File: src/rtl/fan_cfg_loader.sv
// Byte-wide configuration loader for the fan controller: keeps a shadow register
// set and copies a committed set into the active outputs on a controller sample tick.
module fan_cfg_loader #(
  parameter int COEF_BITWIDTH      = 8,
  parameter int ADC_BITWIDTH       = 4,
  parameter int TIMEOUT_CYCLES     = 1000000,
  parameter int B2_DEFAULT         = 94,
  parameter int B1_DEFAULT         = -93,
  parameter int B0_DEFAULT         = 0,
  parameter int A1_DEFAULT         = -64,
  parameter int A0_DEFAULT         = 0,
  parameter int PWM_PERIOD_DEFAULT = 18,
  parameter int PWM_MIN_DEFAULT    = 3
) (
  input  logic                     clk_i,
  input  logic                     rstn_i,
  input  logic [7:0]               data_i,
  input  logic                     strobe_i,
  input  logic                     pid_tick_i,
  output logic [COEF_BITWIDTH-1:0] b2_o,
  output logic [COEF_BITWIDTH-1:0] b1_o,
  output logic [COEF_BITWIDTH-1:0] b0_o,
  output logic [COEF_BITWIDTH-1:0] a1_o,
  output logic [COEF_BITWIDTH-1:0] a0_o,
  output logic [ADC_BITWIDTH:0]    pwm_period_o,
  output logic [ADC_BITWIDTH-1:0]  pwm_min_o,
  output logic                     pending_o,
  output logic                     error_o
);
  localparam int CW    = COEF_BITWIDTH;
  localparam int PW    = ADC_BITWIDTH + 1;
  localparam int MW    = ADC_BITWIDTH;
  localparam int CNT_W = $clog2(TIMEOUT_CYCLES + 1);

  localparam logic [3:0] OP_WRITE    = 4'h1;
  localparam logic [3:0] OP_COMMIT   = 4'h2;
  localparam logic [3:0] OP_DISCARD  = 4'h3;
  localparam logic [3:0] OP_DEFAULTS = 4'h4;

  typedef enum logic [0:0] {IDLE = 1'b0, WAIT_DATA = 1'b1} state_t;

  typedef struct packed {
    logic [CW-1:0] b2;
    logic [CW-1:0] b1;
    logic [CW-1:0] b0;
    logic [CW-1:0] a1;
    logic [CW-1:0] a0;
    logic [PW-1:0] period;
    logic [MW-1:0] pmin;
  } cfg_t;

  localparam cfg_t CFG_DEFAULT = {CW'(B2_DEFAULT), CW'(B1_DEFAULT), CW'(B0_DEFAULT),
                                  CW'(A1_DEFAULT), CW'(A0_DEFAULT),
                                  PW'(PWM_PERIOD_DEFAULT), MW'(PWM_MIN_DEFAULT)};

  state_t           state_r, state_s;
  logic [CNT_W-1:0] cnt_r, cnt_s;
  logic [2:0]       addr_r, addr_s;
  cfg_t             shadow_r, shadow_s;
  cfg_t             active_r, active_s;
  logic             pending_r, pending_s;
  logic             error_r, error_s;
  logic             s1_r, s2_r, s3_r;
  logic             accept_s;

  function automatic cfg_t write_field(input cfg_t cfg, input logic [2:0] addr,
                                       input logic [7:0] val);
    cfg_t res;
    res = cfg;
    case (addr)
      3'd0:    res.b2     = CW'(val);
      3'd1:    res.b1     = CW'(val);
      3'd2:    res.b0     = CW'(val);
      3'd3:    res.a1     = CW'(val);
      3'd4:    res.a0     = CW'(val);
      3'd5:    res.period = val[PW-1:0];
      3'd6:    res.pmin   = val[MW-1:0];
      default: res        = cfg;
    endcase
    return res;
  endfunction

  // strobe synchronizer and rising-edge detect register
  always_ff @(posedge clk_i) begin
    if (!rstn_i) begin
      s1_r <= 1'b0;
      s2_r <= 1'b0;
      s3_r <= 1'b0;
    end else begin
      s1_r <= strobe_i;
      s2_r <= s1_r;
      s3_r <= s2_r;
    end
  end

  assign accept_s = s2_r & ~s3_r;

  // command decode, timeout and apply; the commit path overrides the apply's pending clear
  always_comb begin
    state_s   = state_r;
    cnt_s     = cnt_r;
    addr_s    = addr_r;
    shadow_s  = shadow_r;
    active_s  = active_r;
    pending_s = pending_r;
    error_s   = error_r;
    if (pid_tick_i && pending_r) begin
      active_s  = shadow_r;
      pending_s = 1'b0;
    end else begin
      active_s  = active_r;
    end
    case (state_r)
      IDLE: begin
        if (accept_s) begin
          case (data_i[7:4])
            OP_WRITE: begin
              if (data_i[3:0] <= 4'd6) begin
                addr_s  = data_i[2:0];
                cnt_s   = '0;
                state_s = WAIT_DATA;
              end else begin
                error_s = 1'b1;
              end
            end
            OP_COMMIT: begin
              if (shadow_r.period > {1'b0, shadow_r.pmin}) begin
                pending_s = 1'b1;
              end else begin
                error_s = 1'b1;
              end
            end
            OP_DISCARD: begin
              shadow_s  = active_r;
              pending_s = 1'b0;
              error_s   = 1'b0;
            end
            OP_DEFAULTS: shadow_s = CFG_DEFAULT;
            default:     error_s  = 1'b1;
          endcase
        end else begin
          state_s = IDLE;
        end
      end
      WAIT_DATA: begin
        if (accept_s) begin
          shadow_s = write_field(shadow_r, addr_r, data_i);
          state_s  = IDLE;
        end else if (cnt_r == CNT_W'(TIMEOUT_CYCLES - 1)) begin
          error_s = 1'b1;
          state_s = IDLE;
        end else begin
          cnt_s = cnt_r + CNT_W'(1);
        end
      end
      default: state_s = IDLE;
    endcase
  end

  // state, shadow and active register set
  always_ff @(posedge clk_i) begin
    if (!rstn_i) begin
      state_r   <= IDLE;
      cnt_r     <= '0;
      addr_r    <= 3'd0;
      shadow_r  <= CFG_DEFAULT;
      active_r  <= CFG_DEFAULT;
      pending_r <= 1'b0;
      error_r   <= 1'b0;
    end else begin
      state_r   <= state_s;
      cnt_r     <= cnt_s;
      addr_r    <= addr_s;
      shadow_r  <= shadow_s;
      active_r  <= active_s;
      pending_r <= pending_s;
      error_r   <= error_s;
    end
  end

  assign b2_o         = active_r.b2;
  assign b1_o         = active_r.b1;
  assign b0_o         = active_r.b0;
  assign a1_o         = active_r.a1;
  assign a0_o         = active_r.a0;
  assign pwm_period_o = active_r.period;
  assign pwm_min_o    = active_r.pmin;
  assign pending_o    = pending_r;
  assign error_o      = error_r;

endmodule

File: config.mk
export PLATFORM = sky130hd
export DESIGN_NAME = fan_cfg_loader
export DESIGN_NICKNAME = d
export VERILOG_FILES = /design/src/rtl/fan_cfg_loader.sv
export SDC_FILE = /design/constraint.sdc
export NUM_CORES = 1
export LEC_CHECK = 0
export CAP_MARGIN = 20
export CORE_UTILIZATION = 45
export DETAILED_ROUTE_END_ITERATION = 8
export DONT_BUFFER_PORTS = 1
export HOLD_SLACK_MARGIN = 0.05
export PLACE_DENSITY = 0.59
export SYNTH_ARGS = -nofsm -noshare
export SYNTH_HDL_FRONTEND = slang
export SYNTH_SLANG_ARGS = --single-unit
File: constraint.sdc
create_clock -name clk_i -period 3 [get_ports clk_i]
set_clock_uncertainty 0.2 [all_clocks]
set_input_delay 0.3 -clock clk_i [delete_from_list [all_inputs] [get_ports clk_i]]
set_output_delay 0.3 -clock clk_i [all_outputs]
set_load 0.1 [all_outputs]
# Word-level counts from Yosys, hierarchy flattened
# Index checks and enable logic that the tools add are counted.
dict set report classes {
  n_addsub 1
  n_lt_le_gt_ge 2
  eq_ne 29
  n_mux 35
  bitwise 3
  reduce_logical 12
}
# operator count
set op_table {}
lappend op_table {{case mux 49 bit (2 select lines)} 2}
lappend op_table {{2-to-1 mux 20 bit} 5}
lappend op_table {{2-to-1 mux 49 bit} 2}
lappend op_table {{2-to-1 mux 8 bit} 5}
lappend op_table {{case mux 20 bit (2 select lines)} 1}
lappend op_table {{AND reduction 4 bit} 8}
lappend op_table {{adder 20 x 1 -> 20 bit (second input constant)} 1}
lappend op_table {{equality test 20 bit (second input constant)} 1}
lappend op_table {{!= test 2 x 1 -> 1 bit (second input constant)} 10}
lappend op_table {{2-to-1 mux 1 bit} 14}
lappend op_table {{!= test 2 bit (second input constant)} 5}
lappend op_table {{equality test 3 bit (second input constant)} 3}
lappend op_table {{equality test 4 x 2 -> 1 bit (second input constant)} 2}
lappend op_table {{equality test 3 x 2 -> 1 bit (second input constant)} 2}
lappend op_table {{!= test 3 bit (second input constant)} 2}
lappend op_table {{case mux 1 bit (2 select lines)} 3}
lappend op_table {{AND reduction 6 bit} 1}
lappend op_table {{> comparator 5 x 4 -> 1 bit} 1}
lappend op_table {{2-to-1 mux 5 bit} 1}
lappend op_table {{AND reduction 5 bit} 1}
lappend op_table {{equality test 4 x 1 -> 1 bit (second input constant)} 1}
lappend op_table {{equality test 4 x 3 -> 1 bit (second input constant)} 1}
lappend op_table {{<= comparator 4 x 3 -> 1 bit (second input constant)} 1}
lappend op_table {{2-to-1 mux 4 bit} 1}
lappend op_table {{other kinds (7)} 8}
dict set report totals {
  reg_bits 127
  input_bits 12
  out_inout_bits 51
  elab_cells 104
}

# Depth between registers and ports, before layout
dict set report logic_depth {
  word_depth 6
  depth_mapped 11
  ltp_nobuf 7
}

# Worst setup path after synthesis
# No wires, ideal clock.
dict set report synth_path {
  kind {flip-flop to flip-flop}
  start {register state_r}
  end {register shadow_r[48] in the netlist's numbering}
  setup_ps 132
  arrival_time_ps 2364
  required_time_ps 2668
  path_slack_ps 304
  path_stages_with_launch 12
  n_path_buf 4
  synth_period_minus_slack_ps 2696
  path_cell_list {dfxtp_1 > buf_2 > buf_2 > clkbuf_1 > inv_1 > ha_1 > nor2_1 > o31ai_4 > nand2b_1 > buf_2 > a221oi_1 > nor3_1}
}
dict set report synth_via {
  elab_chain_len 3
  word_cells_on_any_way 7
  cone_classes {eq/ne: 4; mux: 1; bitwise: 1; reduce/logical: 1}
}
# item line_no
set synth_lines {}
lappend synth_lines {{from (decl)} 56} ;# state_t state_r, state_s;
lappend synth_lines {{from (signal assigned)} 171} ;# state_r <= state_s;
lappend synth_lines {{inverter 1 bit (no line)} n/a}
lappend synth_lines {{!= test 3 x 1 -> 1 bit (no line) or != test 2 bit (tied branches)} n/a}
lappend synth_lines {{AND reduction 4 bit (no line)} n/a}
lappend synth_lines {{to (signal assigned)} 174} ;# shadow_r <= shadow_s;
lappend synth_lines {{to (decl)} 59} ;# cfg_t shadow_r, shadow_s;
# Several ways; a longest one is shown, not always the timed one.
# A chain may end at the register's enable or synchronous reset.

# Worst setup path in the final report
dict set report layout_path {
  start {register s3_r}
  end {register cnt_r[18]}
}
dict set report layout_via {
  elab_chain_len 4
  word_cells_on_any_way 5
  cone_classes {eq/ne: 2; bitwise: 2; reduce/logical: 1}
}
# item line_no
set layout_lines {}
lappend layout_lines {{from (decl)} 63} ;# logic s1_r, s2_r, s3_r;
lappend layout_lines {{from (signal assigned)} 92} ;# s3_r <= s2_r;
lappend layout_lines {{inverter 1 bit *} 96} ;# assign accept_s = s2_r & ~s3_r;
lappend layout_lines {{AND 1 bit *} 96}
lappend layout_lines {{!= test 2 bit (no line)} n/a}
lappend layout_lines {{AND reduction 5 bit (no line) *} n/a}
lappend layout_lines {{to (signal assigned)} 172} ;# cnt_r <= cnt_s;
lappend layout_lines {{to (decl)} 57} ;# logic [CNT_W-1:0] cnt_r, cnt_s;
# Mark *: on every way between the ends. The rest lies on a longest branch, timed or not.

==> metrics.txt <==
prevailing post-synth register cell=dfxtp_1; DRT antenna net count=0; most frequent cells in the layout=nand2_1 (134), dfxtp_1 (126), a21oi_1 (66); setup TNS=0 ps; Seq/Total Area, Yosys=45.1%; CP max FO=13; Int Pwr=3060 uW; GP Congestion=0.834; grt ovf=0; WL per Instance=16.9 um; CP arrival=2750 ps; Period minus WS final=2620 ps; latest clock arrival within the worst-skew pair=420 ps; die area=13000 sq um; Top delay family on crit path=simple AND/OR/NAND/NOR gates; Core Box Area=12100 sq um; status=completed; Initial Util=46.5%; Static Leakage=0.00242 uW; Final period util=87.2%; max-cap viol count=0; hold buffers post-CTS=9; CTS root buf=clkbuf_16; area delta synth->final=20.0%; most common cell after layout, fill and taps aside=nand2_1; Gate Count Post-Synth=670; RSZ-0062 raised after global routing=false; Residual DRC=0; initial DRC count=374; io pins=63; pwr dens=578 nW/um^2; Worst EP required=3140 ps; vias in the first global route=4498; synth top area cells=dfxtp_1 (45%), nand2_1 (8.9%), a21oi_1 (5.9%); max-slew violations=0; vias post-DR=4965; CTS tree=built; CP cell instances=nand2b_1, inv_1, ha_1, nor3b_2, nand2b_1, or4_1, a21oi_1; fraction of layout cells with a size suffix above 1=15.1%; final hold vios=0; share of the synthesized area in the top cell type=45.1%; Die Wd=114 um; Worst path most repeated cell=nand2b_1; clock power share=53.0%; Clock Path Buffers=2; Reg clk slew, reported paths=60 ps; # setup viols final=0; largest net degree at the start of global routing=51; crit start category=flip-flop; VDD IR max=0.369 mV; part of the power in registers=43.8%; drt pass-1 iters=5; Total Routed Length=14900 um; EDFF count, synth=0; CTS resizes=0; cell depth of the worst hold path=4; number of cells on the critical path=7; mean post-synth cell area=8.41 sq um; post-place setup slack=414 ps; post-synthesis async set-or-reset flop share=0%; Final nets=724; fillers=1128; clock sink count=127; Synth Register Bits=127; Finished Cell Area=6760 sq um; final worst slack=385 ps; Critical Path Slowest Stage Cell=or4_1; via/cell ratio=5.62; Post-Syn Area=5640 sq um; Comb pwr share=3.2%; # diodes=0; Critical Path End Type=flip-flop; area leader, netlist=dfxtp_1; worst path buffer plus inverter count=1; R2R depth=7; Rel. slew slack=31.8%; post-synth net total=691; antenna violations before repair=0; measured slew at the worst slew-check pin=1020 ps; GR Util All Layers=23.8%; total CTS buffers=17; die outline height=114 um; Hold WC Path Type=in2reg; Yosys cell types=54; final hold slack=118 ps; Post-CTS Setup Bufs=0; sw frac=21.6%; top achievable clock speed=382 MHz; IO buf count=0; Syn. warnings=0; Worst Setup Path Type=reg2reg; CP peak stage delay=560 ps; Net Sw Power=843 uW; Core Rows=40; first-pass GRT wire length=23800 um; placed inst area=6050 sq um; H-tree levels=4; DPL Wire Length=9510 um
-- power groups by stage --
stage                     Clock [uW]  Sequential (uW)  Combinational, uW
after global routing            2180             1710                136
after CTS                       2100             1710                121
after floorplan                    0             1750               78.9
final                           2070             1710                126
after global placement             0             1750               95.8
after detailed placement           0             1750               98.7
-- area by class of cell --
class                   count  area, sq um  share of cell area [%]
multi-input cells         486         2860                    42.2
flip-flops and latches    127         2540                    37.6
repair buffers             61          526                    7.77
clock buffers              21          450                    6.66
well taps                 168          210                    3.11
clock inverters            11          140                    2.07
inverters                  10         37.5                   0.555
-- layer usage --
layer	vias to the layer above	global-route usage (%)	wire length (um)
li1	2444	-	-
met1	2367	32.0	7050
met2	135	36.4	6780
met3	19	6.43	910
met4	0	9.26	208
met5	-	0	0
-- stage by stage --
step	total power [uW]	cells	utilization (%)
after floorplan	1830	670	-
after global placement	1840	842	50.0
after detailed placement	1840	842	50.0
after CTS	3930	883	55.6
after global routing	4030	884	55.8
final	3910	884	55.8
-- worst register-to-register path, stage by stage, from the launching register on --
cell	delay [ps]
dfxtp_1	320
nand2b_1	160
inv_1	90
ha_1	330
nor3b_2	430
nand2b_1	300
or4_1	560
a21oi_1	160
-- cell usage after synthesis (all sizes together), types with 5 or more instances --
cell type	instances
nand2b	19
o21a	6
a21oi	72
nand2	134
o21ai	13
nor2	49
mux2i	10
buf	20
inv	10
nor4	5
a2111o	7
nor3	8
o211ai	15
a22oi	7
nand3	34
nand4	8
dfxtp	127
and2	10
ha	9
a211oi	39
clkbuf	27
-- worst paths after layout --
check             slack (ps)         to          from
setup / recovery         380  cnt_r[18]          s3_r
hold / removal           120  addr_r[1]     data_i[3]
setup reg to reg         380  cnt_r[18]          s3_r
hold reg to reg          250    b1_o[4]  shadow_r[37]
-- flip-flops by register name (all words and copies together), names as in the netlist, 4 cells and up --
register / cells
b1_o: 8
cnt_r: 20
pwm_period_o: 5
b2_o: 8
a1_o: 8
pwm_min_o: 4
shadow_r: 49
b0_o: 8
a0_o: 8
-- cells by family after synthesis --
group	Yosys count	share of synthesized area (%)
AOI/OAI and AO/OA	175	21.9
adders and majority gates	9	2.00
buffers and inverters	57	4.31
DFF	127	45.1
muxes	10	1.78
and+or+nand+nor	292	24.9
No activity file was read; power rests on OpenSTA's default activity.
==> RTL edit (config.mk and constraints unchanged) <==
Reset style: asynchronous (`rstn_i`), changed in 2 clocked blocks.
--- a/src/rtl/fan_cfg_loader.sv
+++ b/src/rtl/fan_cfg_loader.sv
@@ -81,7 +81,7 @@
   endfunction
 
   // strobe synchronizer and rising-edge detect register
-  always_ff @(posedge clk_i) begin
+  always_ff @(posedge clk_i or negedge rstn_i) begin
     if (!rstn_i) begin
       s1_r <= 1'b0;
       s2_r <= 1'b0;
@@ -158,7 +158,7 @@
   end
 
   // state, shadow and active register set
-  always_ff @(posedge clk_i) begin
+  always_ff @(posedge clk_i or negedge rstn_i) begin
     if (!rstn_i) begin
       state_r   <= IDLE;
       cnt_r     <= '0;
Formal check against the unedited RTL: differs if rstn_i is asserted again (counterexample within 4 cycles, from zero or initial values and one cycle with rstn_i low); with rstn_i held inactive, the same outputs for 10 cycles.
==> RTL edit against the unedited design <==
The flow now finishes with violations (negative hold slack). Non-clock buffer count decreased by 36. Worst setup slack got worse by 0.094 ns. Sequential cell count unchanged. Critical path depth decreased by 1. Routed wire length decreased by 7.5%. Design area decreased by 1.7%. Final cell count decreased by 18%. Count of clock-buffer cells in the layout unchanged. Synthesized area increased by 1.0%. Critical endpoint is now cnt_r[3]. Largest cell class is now registers.
Power is not compared: it rests on default switching activity, and its combinational part moved more than twofold at a synthesized area within 25%.
==> RTL edit: results (changes against the unedited design) <==
Parameter                              Value

Status
  Result of the run ... complete, but fails checks (was completed)
  Violations in the final reports ... negative hold slack

Yosys
  Share of synthesized area occupied by flip-flops and latches ... 56.5% (was 45.1%)
  Async set or reset register ratio after synthesis ... 100% (was 0%)
  Fraction of the mapped netlist area in adder cells ... 1.98% (was 2.00%)
  Post-Syn Nets ... 548 (was 691)
  Number of distinct library cells after synthesis ... 46 (was 54)
  Most instantiated cells after synthesis ... dfrtp_1, o21ai_0, nand2_1 (was nand2_1, dfxtp_1, a21oi_1)

GRT
  Met3 capacity usage during global routing ... 8.10% (was 6.43%)
  Global routing usage on met1 ... 28.8% (was 32.0%)
  Met2 track demand over resource ... 36.3% (was 36.4%)
  Global-route wire length before repair ... 22400 microns (was 23800 microns)
  Via count of the first global-routing pass ... 4192 (was 4498)
  Overall routing resource usage ... 23.0% (was 23.8%)

Layout
  Count of filler cells inserted in the layout ... 1039 (was 1128)
  Design Area, Final ... 6650 sq um (was 6760 sq um)
  NumNets Final ... 566 (was 724)

Placement
  Instance area after placement ... 5890 sq um (was 6050 sq um)
  Minimum setup slack after placement ... 0.308 ns (was 0.414 ns)
  HPWL after detailed placement ... 8470 microns (was 9510 microns)

Timing
  Final hold viol count ... 127 (was 0)
  Hold slack final ... -0.624 ns (was 0.118 ns)
  Tightest slew margin relative to the limit ... 31.7% (was 31.8%)

Min path
  Hold Crit Class ... in2async (was in2reg)

Drt
  Met1 WL ... 6140 microns (was 7050 microns)
  Routed wire length on met3 ... 922 microns (was 910 microns)
  Wire length per cell ... 19.0 microns (was 16.9 microns)

Clock network
  CTS hold repair buffers ... 11 (was 9)
-- RTL edit: timing repair --
item / 4_1_cts / 5_1_grt
resized for setup: 0 / 0
hold endpoints to repair: 166 / 127
endpoints found under the setup margin: 0 / 0
-- RTL edit: final timing paths --
check / startpoint / endpoint / cells after the start
min: rstn_i / cnt_r[19] / 0
max reg2reg: cnt_r[6] / cnt_r[3] / 6
max: cnt_r[6] / cnt_r[3] / 6
max in group asynchronous: rstn_i / shadow_r[40] / 0
min reg2reg: s1_r / s2_r / 0
min in group clk_i: data_i[1] / shadow_r[1] / 3
-- RTL edit: worst max-delay path, stage by stage (launching register included) --
cell     delay [ns]
dfrtp_1        0.43
nor4b_1        0.40
a41oi_1        0.20
o31ai_2        0.90
buf_4          0.29
o21ai_0        0.09
a21oi_1        0.13
-- RTL edit: layout make-up --
cell class                 instances  area share (%)
multi-input combinational        366            35.3
timing repair buffer              25            3.24
clock buffer                      21            7.23
clock inverter                    11            2.30
inverter                           8           0.452
sequential                       127            48.4
tap                              168            3.16
